--- src/rtl/viterbi_puncture_pkg.sv ---
// Shared Viterbi constants: puncture period limits and the default keep masks
// for the standard code rates, plus small helpers used by the puncturer path.
package viterbi_puncture_pkg;

    localparam int MIN_P = 2;
    localparam int MAX_P = 8;
    localparam int COL_W = 3;

    // Rate 1/2: nothing punctured.
    localparam int               RATE12_P    = 2;
    localparam logic [MAX_P-1:0] RATE12_POL0 = 8'b0000_0011;
    localparam logic [MAX_P-1:0] RATE12_POL1 = 8'b0000_0011;

    // Rate 2/3: three coded bits out of every two symbols.
    localparam int               RATE23_P    = 2;
    localparam logic [MAX_P-1:0] RATE23_POL0 = 8'b0000_0011;
    localparam logic [MAX_P-1:0] RATE23_POL1 = 8'b0000_0001;

    // Rate 3/4: four coded bits out of every three symbols.
    localparam int               RATE34_P    = 3;
    localparam logic [MAX_P-1:0] RATE34_POL0 = 8'b0000_0101;
    localparam logic [MAX_P-1:0] RATE34_POL1 = 8'b0000_0011;

    // Number of bits requested by a per-bit write enable pair (0, 1 or 2).
    function automatic logic [1:0] push_count(input logic [1:0] en);
        return {1'b0, en[0]} + {1'b0, en[1]};
    endfunction

    // True when a depth is a power of two and at least four entries deep.
    function automatic bit depth_ok(input int depth);
        return (depth >= 4) && ((depth & (depth - 1)) == 0);
    endfunction

endpackage

--- src/rtl/viterbi_bit_fifo.sv ---
// Serialising bit FIFO: up to two bits written per cycle (lane 0 first),
// one bit read per cycle, head presented combinationally with its valid.
module viterbi_bit_fifo
    import viterbi_puncture_pkg::*;
#(
    parameter int p_depth = 8,
    parameter int PTR_W   = $clog2(p_depth),
    parameter int CNT_W   = $clog2(p_depth) + 1
) (
    input  logic             i_clk,
    input  logic             i_reset,
    input  logic [1:0]       i_wr_en,
    input  logic [1:0]       i_wr_data,
    input  logic             i_rd_en,
    output logic             o_rd_data,
    output logic             o_rd_valid,
    output logic [CNT_W-1:0] o_count
);

    if (!depth_ok(p_depth)) begin : g_bad_depth
        $error("viterbi_bit_fifo: p_depth must be a power of two and >= 4");
    end

    logic [p_depth-1:0] mem;
    logic [PTR_W-1:0]   wr_ptr;
    logic [PTR_W-1:0]   rd_ptr;
    logic [PTR_W-1:0]   wr_ptr_p1;
    logic [CNT_W-1:0]   count;
    logic [CNT_W-1:0]   free;
    logic [1:0]         n_push;
    logic [1:0]         n_eff;
    logic               lane0;
    logic               pop;
    logic               wr_ok;

    // Compact the enabled bits into consecutive slots and qualify push/pop.
    always_comb begin
        n_push    = push_count(i_wr_en);
        lane0     = i_wr_en[0] ? i_wr_data[0] : i_wr_data[1];
        free      = CNT_W'(p_depth) - count;
        wr_ok     = CNT_W'(n_push) <= free;
        n_eff     = wr_ok ? n_push : 2'd0;
        pop       = i_rd_en && (count != '0);
        wr_ptr_p1 = wr_ptr + PTR_W'(1);
    end

    // Pointers and occupancy; pointers wrap naturally at the power-of-two depth.
    always_ff @(posedge i_clk) begin
        if (!i_reset) begin
            wr_ptr <= '0;
            rd_ptr <= '0;
            count  <= '0;
        end else begin
            wr_ptr <= wr_ptr + PTR_W'(n_eff);
            if (pop) begin
                rd_ptr <= rd_ptr + PTR_W'(1);
            end
            count  <= count + CNT_W'(n_eff) - CNT_W'(pop);
        end
    end

    // Storage is not reset; the head is masked whenever the FIFO is empty.
    always_ff @(posedge i_clk) begin
        if (n_eff != 2'd0) begin
            mem[wr_ptr] <= lane0;
        end
        if (n_eff == 2'd2) begin
            mem[wr_ptr_p1] <= i_wr_data[1];
        end
    end

    assign o_rd_valid = (count != '0);
    assign o_rd_data  = o_rd_valid ? mem[rd_ptr] : 1'b0;
    assign o_count    = count;

endmodule

--- src/rtl/viterbi_puncture.sv ---
// Puncturer: drops coded bits according to per-column keep masks and
// serialises the surviving bits through a small bit FIFO.
module viterbi_puncture
    import viterbi_puncture_pkg::*;
#(
    parameter int               p_speed_size = RATE34_P,
    parameter logic [MAX_P-1:0] p_speed_pol0 = RATE34_POL0,
    parameter logic [MAX_P-1:0] p_speed_pol1 = RATE34_POL1,
    parameter int               p_fifo_depth = 8
) (
    input  logic       i_clk,
    input  logic       i_reset,
    input  logic [1:0] i_data,
    input  logic       i_valid,
    input  logic       i_sync,
    output logic       o_ready,
    output logic       o_data,
    output logic       o_valid,
    input  logic       i_ready
);

    localparam int         CNT_W    = $clog2(p_fifo_depth) + 1;
    localparam logic [2:0] LAST_COL = 3'(p_speed_size - 1);

    if ((p_speed_size < MIN_P) || (p_speed_size > MAX_P)) begin : g_bad_size
        $error("viterbi_puncture: p_speed_size must be within 2..8");
    end

    logic [COL_W-1:0] col;
    logic [COL_W-1:0] cur_col;
    logic [COL_W-1:0] col_next;
    logic [1:0]       wr_en;
    logic [CNT_W-1:0] occupancy;
    logic [CNT_W-1:0] free;
    logic             accept;

    // Handshake, column selection (sync forces column 0) and keep decision.
    always_comb begin
        free     = CNT_W'(p_fifo_depth) - occupancy;
        o_ready  = free >= CNT_W'(2);
        accept   = i_valid && o_ready;
        cur_col  = i_sync ? '0 : col;
        col_next = (cur_col == LAST_COL) ? '0 : cur_col + COL_W'(1);
        wr_en    = 2'b00;
        if (accept) begin
            wr_en = {p_speed_pol1[cur_col], p_speed_pol0[cur_col]};
        end
    end

    // Column counter advances on every accepted symbol, kept bits or not.
    always_ff @(posedge i_clk) begin
        if (!i_reset) begin
            col <= '0;
        end else if (accept) begin
            col <= col_next;
        end
    end

    viterbi_bit_fifo #(
        .p_depth (p_fifo_depth)
    ) u_fifo (
        .i_clk      (i_clk),
        .i_reset    (i_reset),
        .i_wr_en    (wr_en),
        .i_wr_data  (i_data),
        .i_rd_en    (i_ready),
        .o_rd_data  (o_data),
        .o_rd_valid (o_valid),
        .o_count    (occupancy)
    );

endmodule

--- config.mk ---
export PLATFORM = sky130hd
export DESIGN_NAME = viterbi_puncture
export DESIGN_NICKNAME = d
export VERILOG_FILES = /design/src/rtl/viterbi_puncture_pkg.sv /design/src/rtl/viterbi_bit_fifo.sv /design/src/rtl/viterbi_puncture.sv
export SDC_FILE = /design/constraint.sdc
export NUM_CORES = 1
export LEC_CHECK = 0
export ABC_AREA = 1
export BUFFER_PORTS_ARGS = -buffer_cell sky130_fd_sc_hd__buf_4
export CORE_ASPECT_RATIO = 1.2
export CORE_MARGIN = 5
export CORE_UTILIZATION = 50
export CTS_CLUSTER_DIAMETER = 100
export DETAILED_ROUTE_END_ITERATION = 8
export PLACE_DENSITY = 0.71
export SETUP_SLACK_MARGIN = 0.5
export SLEW_MARGIN = 20
export SYNTH_ARGS = -nofsm -noshare
export SYNTH_HDL_FRONTEND = slang
export SYNTH_HIERARCHICAL = 1
export SYNTH_SLANG_ARGS = --single-unit
--- constraint.sdc ---
create_clock -name i_clk -period 4.85 [get_ports i_clk]
set_input_delay 0.7275 -clock i_clk [delete_from_list [all_inputs] [get_ports i_clk]]
set_output_delay 0.7275 -clock i_clk [all_outputs]
set_load 0.01 [all_outputs]
==> results.py <==
metrics = {
    "setup_path": {
        "crit_type": "reg -> reg",
        "crit_path_top_delay_cell": "dfxtp_1",
        "worstReg2RegEnd": "u_fifo/o_count[3]$_SDFF_PN0_",
        "cp_cell_sequence": "inv_1 -> ha_1 -> nor2_1 -> nand2_1 -> nor2_4 -> nand3_4 -> nand2_4 -> nor2_1 -> ha_1 -> ha_1 -> a21oi_1 -> nor2_4 -> nand2_4 -> nand2_1 -> ha_1 -> inv_1 -> ha_1 -> nand2_1 -> nor2_1 -> a211oi_1 -> o21ai_0 -> a21oi_1",
        "endpoint_kind": "flip-flop",
        "worstPathArrival_ns": 4.14,
        "path_max_fanout": 6,
        "worst_setup_path_start_kind": "flip-flop",
        "critPathBufInv": 2,
        "ff2ff_path_depth": 22,
        "max_stage_delay_ns": 0.46,
        "cpLargestDelayFamily": "adder cells",
        "reg2reg_slack_ns": 0.91,
        "cp.required_ns": 5.06,
        "cpMostUsedCell": "ha_1",
        "r2r_start": "u_fifo/o_count[0]$_SDFF_PN0_",
    },
    "sta": {
        "post-route-period-util_pct": 81.2,
        "drv_slew": 0,
        "rsz0062_at_grt": "no",
        "finalHoldViolCount": 0,
        "post-route-min-period_ns": 3.94,
        "relSlewSlack_pct": 75.6,
        "tightest_slew_ns": 0.365,
        "skew_ns": 0.00159,
        "max_clock_freq_ghz": 0.254,
        "setup_viol": 0,
        "fin_setup_tns_ns": 0,
    },
    "pwr": {
        "ir_drop_mv": 0.442,
        "p_leak_nw": 0.966,
        "p_per_area_nw_per_um2": 701,
    },
    "finish": {
        "final_cell_mix": "81 x nand2_1, 37 x inv_1, 23 x nor2_1",
        "layout-drive-gt1-share_pct": 14.0,
        "areaGrowthSynthToFinish_pct": 8.44,
        "utilization_pct": 55.9,
        "diodes": 0,
        "fillers": 335,
        "layout_commonest_cell": "nand2_1",
        "fin_nets": 296,
    },
    "clock_network": {
        "cts_setup_buffers": 0,
        "cts_buffers": 3,
        "htree_num_levels": 1,
        "cts_tree": "yes",
        "post_cts_resized": 0,
        "clock_latency_ns": 0.27,
        "clockBufferDepth": 2,
        "cts_root_buf": "clkbuf_8",
        "cts_sinks": 21,
        "hold_buffers": 0,
        "clk_pin_slew_worst_paths_ns": 0.08,
    },
    "routing": {
        "drcViolationCount": 0,
        "dr.max_layer_used": "met4",
        "wl_per_cell_um": 11.5,
        "vias": 1531,
        "route.met2.wl_um": 1710,
        "route.met3.wl_um": 105,
        "drt_iter0_drc": 83,
        "met1Wirelength_um": 1680,
        "antenna_left": 0,
        "viasPerCell": 4.97,
        "dr.pass1.iters": 6,
        "drt-total-wl_um": 3540,
    },
    "floorplanning": {
        "dieHeight_um": 74.3,
        "row_count": 23,
        "die_w_um": 63.5,
        "start_util_pct": 51.5,
        "fp.dieArea_um2": 4720,
        "core-area_um2": 3340,
        "io-pin-count": 10,
    },
    "run_status": {
        "status": "finished, final reports clean",
    },
    "worst_hold_path": {
        "min_from": "u_fifo/rd_ptr[2]$_SDFFE_PN0P_",
        "min_to": "u_fifo/rd_ptr[2]$_SDFFE_PN0P_",
        "hp-class": "reg -> reg",
        "hold_depth": 2,
    },
    "global_routing": {
        "grt_pass1_vias": 1421,
        "overflow": 0,
        "antenna_found_initial": 0,
        "grt_max_degree": 13,
        "grt_pass1_wl_um": 6230,
        "grt_use_total_pct": 16.5,
    },
    "placed_design": {
        "place.gp.congestion": 0.779,
        "hpwl_um": 2750,
        "port_buffers": 9,
    },
    "synth": {
        "syn_area_um2": 1720,
        "ys_top_cells_by_area": "dfxtp_1 24%, nand2_1 18%, ha_1 11%",
        "ys.flop_type": "dfxtp_1",
        "synthArstFlopShare_pct": 0,
        "synth.avg_cell_area_um2": 6.59,
        "synth_top_area_share_pct": 24.4,
        "synthCells": 261,
        "synth_fp_nets": 285,
        "ys_seq_area_share_pct": 24.4,
        "yosys.area.top_type": "dfxtp_1",
        "synth-edff-count": 0,
        "yosys_warnings": 6,
        "ys_ff_latch": 21,
        "yosysUniqueCellTypes": 31,
    },
    "run": {
        "max_cap_violations": 0,
    },
}
[final cells by class]
| type | count | area, um2 | share of cell area (%) |
|---|---|---|---|
| clock inverters | 1 | 5.00 | 0.268 |
| inverters | 43 | 164 | 8.79 |
| repair buffers | 9 | 67.6 | 3.62 |
| flip-flops and latches | 21 | 420 | 22.5 |
| multi-input cells | 194 | 1120 | 60.1 |
| clock buffers | 3 | 41.3 | 2.21 |
| well taps | 37 | 46.3 | 2.48 |
[Yosys cell counts, types with 3 or more instances]
cell type,instances
nand2_2,4
dfxtp_1,21
a21oi_1,10
nor2_1,23
nand2_1,81
buf_2,3
nor2_4,4
inv_1,37
inv_2,4
ha_1,15
nand3_1,14
nor3_1,5
o21ai_0,15
[power breakdown]
part | switching, W | total [W] | internal, W | leakage, nW
clock network | 0.0000632 | 0.000121 | 0.0000574 | 0.0255
logic | 0.000543 | 0.000876 | 0.000333 | 0.767
registers | 0.0000731 | 0.000312 | 0.000239 | 0.173
[per-stage QoR]
stage | total power (W) | worst slack, ns | hold slack (ns) | cells | cell area (um2)
2_1_floorplan | 0.00100 | 1.20 | 0.451 | 261 | 1720
3_3_place_gp | 0.00117 | 1.02 | 0.492 | 304 | 1820
3_5_place_dp | 0.00119 | 0.902 | 0.490 | 304 | 1820
4_1_cts | 0.00132 | 0.876 | 0.505 | 308 | 1870
5_1_grt | 0.00147 | 0.595 | 0.528 | 308 | 1870
6_report | 0.00131 | 0.912 | 0.498 | 308 | 1870
[registers in the layout (all words and copies together), names as in the netlist]
register	count
col	3
u_fifo/mem	8
u_fifo/o_count	4
u_fifo/rd_ptr	3
u_fifo/wr_ptr	3
[worst register-to-register path, stage by stage (launching register included)]
cell	delay [ns]
dfxtp_1	0.46
inv_1	0.10
ha_1	0.29
nor2_1	0.04
nand2_1	0.09
nor2_4	0.04
nand3_4	0.09
nand2_4	0.07
nor2_1	0.27
ha_1	0.40
ha_1	0.31
a21oi_1	0.26
nor2_4	0.07
nand2_4	0.10
nand2_1	0.10
ha_1	0.35
inv_1	0.05
ha_1	0.28
nand2_1	0.05
nor2_1	0.04
a211oi_1	0.20
o21ai_0	0.11
a21oi_1	0.11
[metal layers]
layer  GRT usage (%)  vias up
li1                -      842
met1            20.5      667
met2            29.1       17
met3            2.42        5
met4            5.54        0
met5               0        -
[worst max-delay path by stage]
stage	from	cells past startpoint	slack [ns]	endpoint
final	u_fifo/o_count[0]$_SDFF_PN0_	22	0.91	u_fifo/o_count[3]$_SDFF_PN0_
after global routing	u_fifo/o_count[0]$_SDFF_PN0_	24	0.60	u_fifo/o_count[3]$_SDFF_PN0_
after CTS	u_fifo/o_count[0]$_SDFF_PN0_	22	0.88	u_fifo/o_count[3]$_SDFF_PN0_
after detailed placement	u_fifo/o_count[0]$_SDFF_PN0_	22	0.90	u_fifo/o_count[3]$_SDFF_PN0_
after global placement	u_fifo/o_count[0]$_SDFF_PN0_	22	1.02	u_fifo/o_count[3]$_SDFF_PN0_
after floorplan	u_fifo/o_count[0]$_SDFF_PN0_	22	1.20	u_fifo/o_count[3]$_SDFF_PN0_
[logic make-up after synthesis]
group	after synthesis	share of synthesized area (%)
AO/OA/AOI/OAI	31	10.6
XOR/XNOR	3	1.53
adder cells (fa/ha/maj)	17	13.2
buffers and inverters	46	10.4
flip-flops	21	24.4
multiplexers	3	1.89
AND/OR/NAND/NOR	140	37.9
Note: power is estimated with default switching activity, not from simulation.
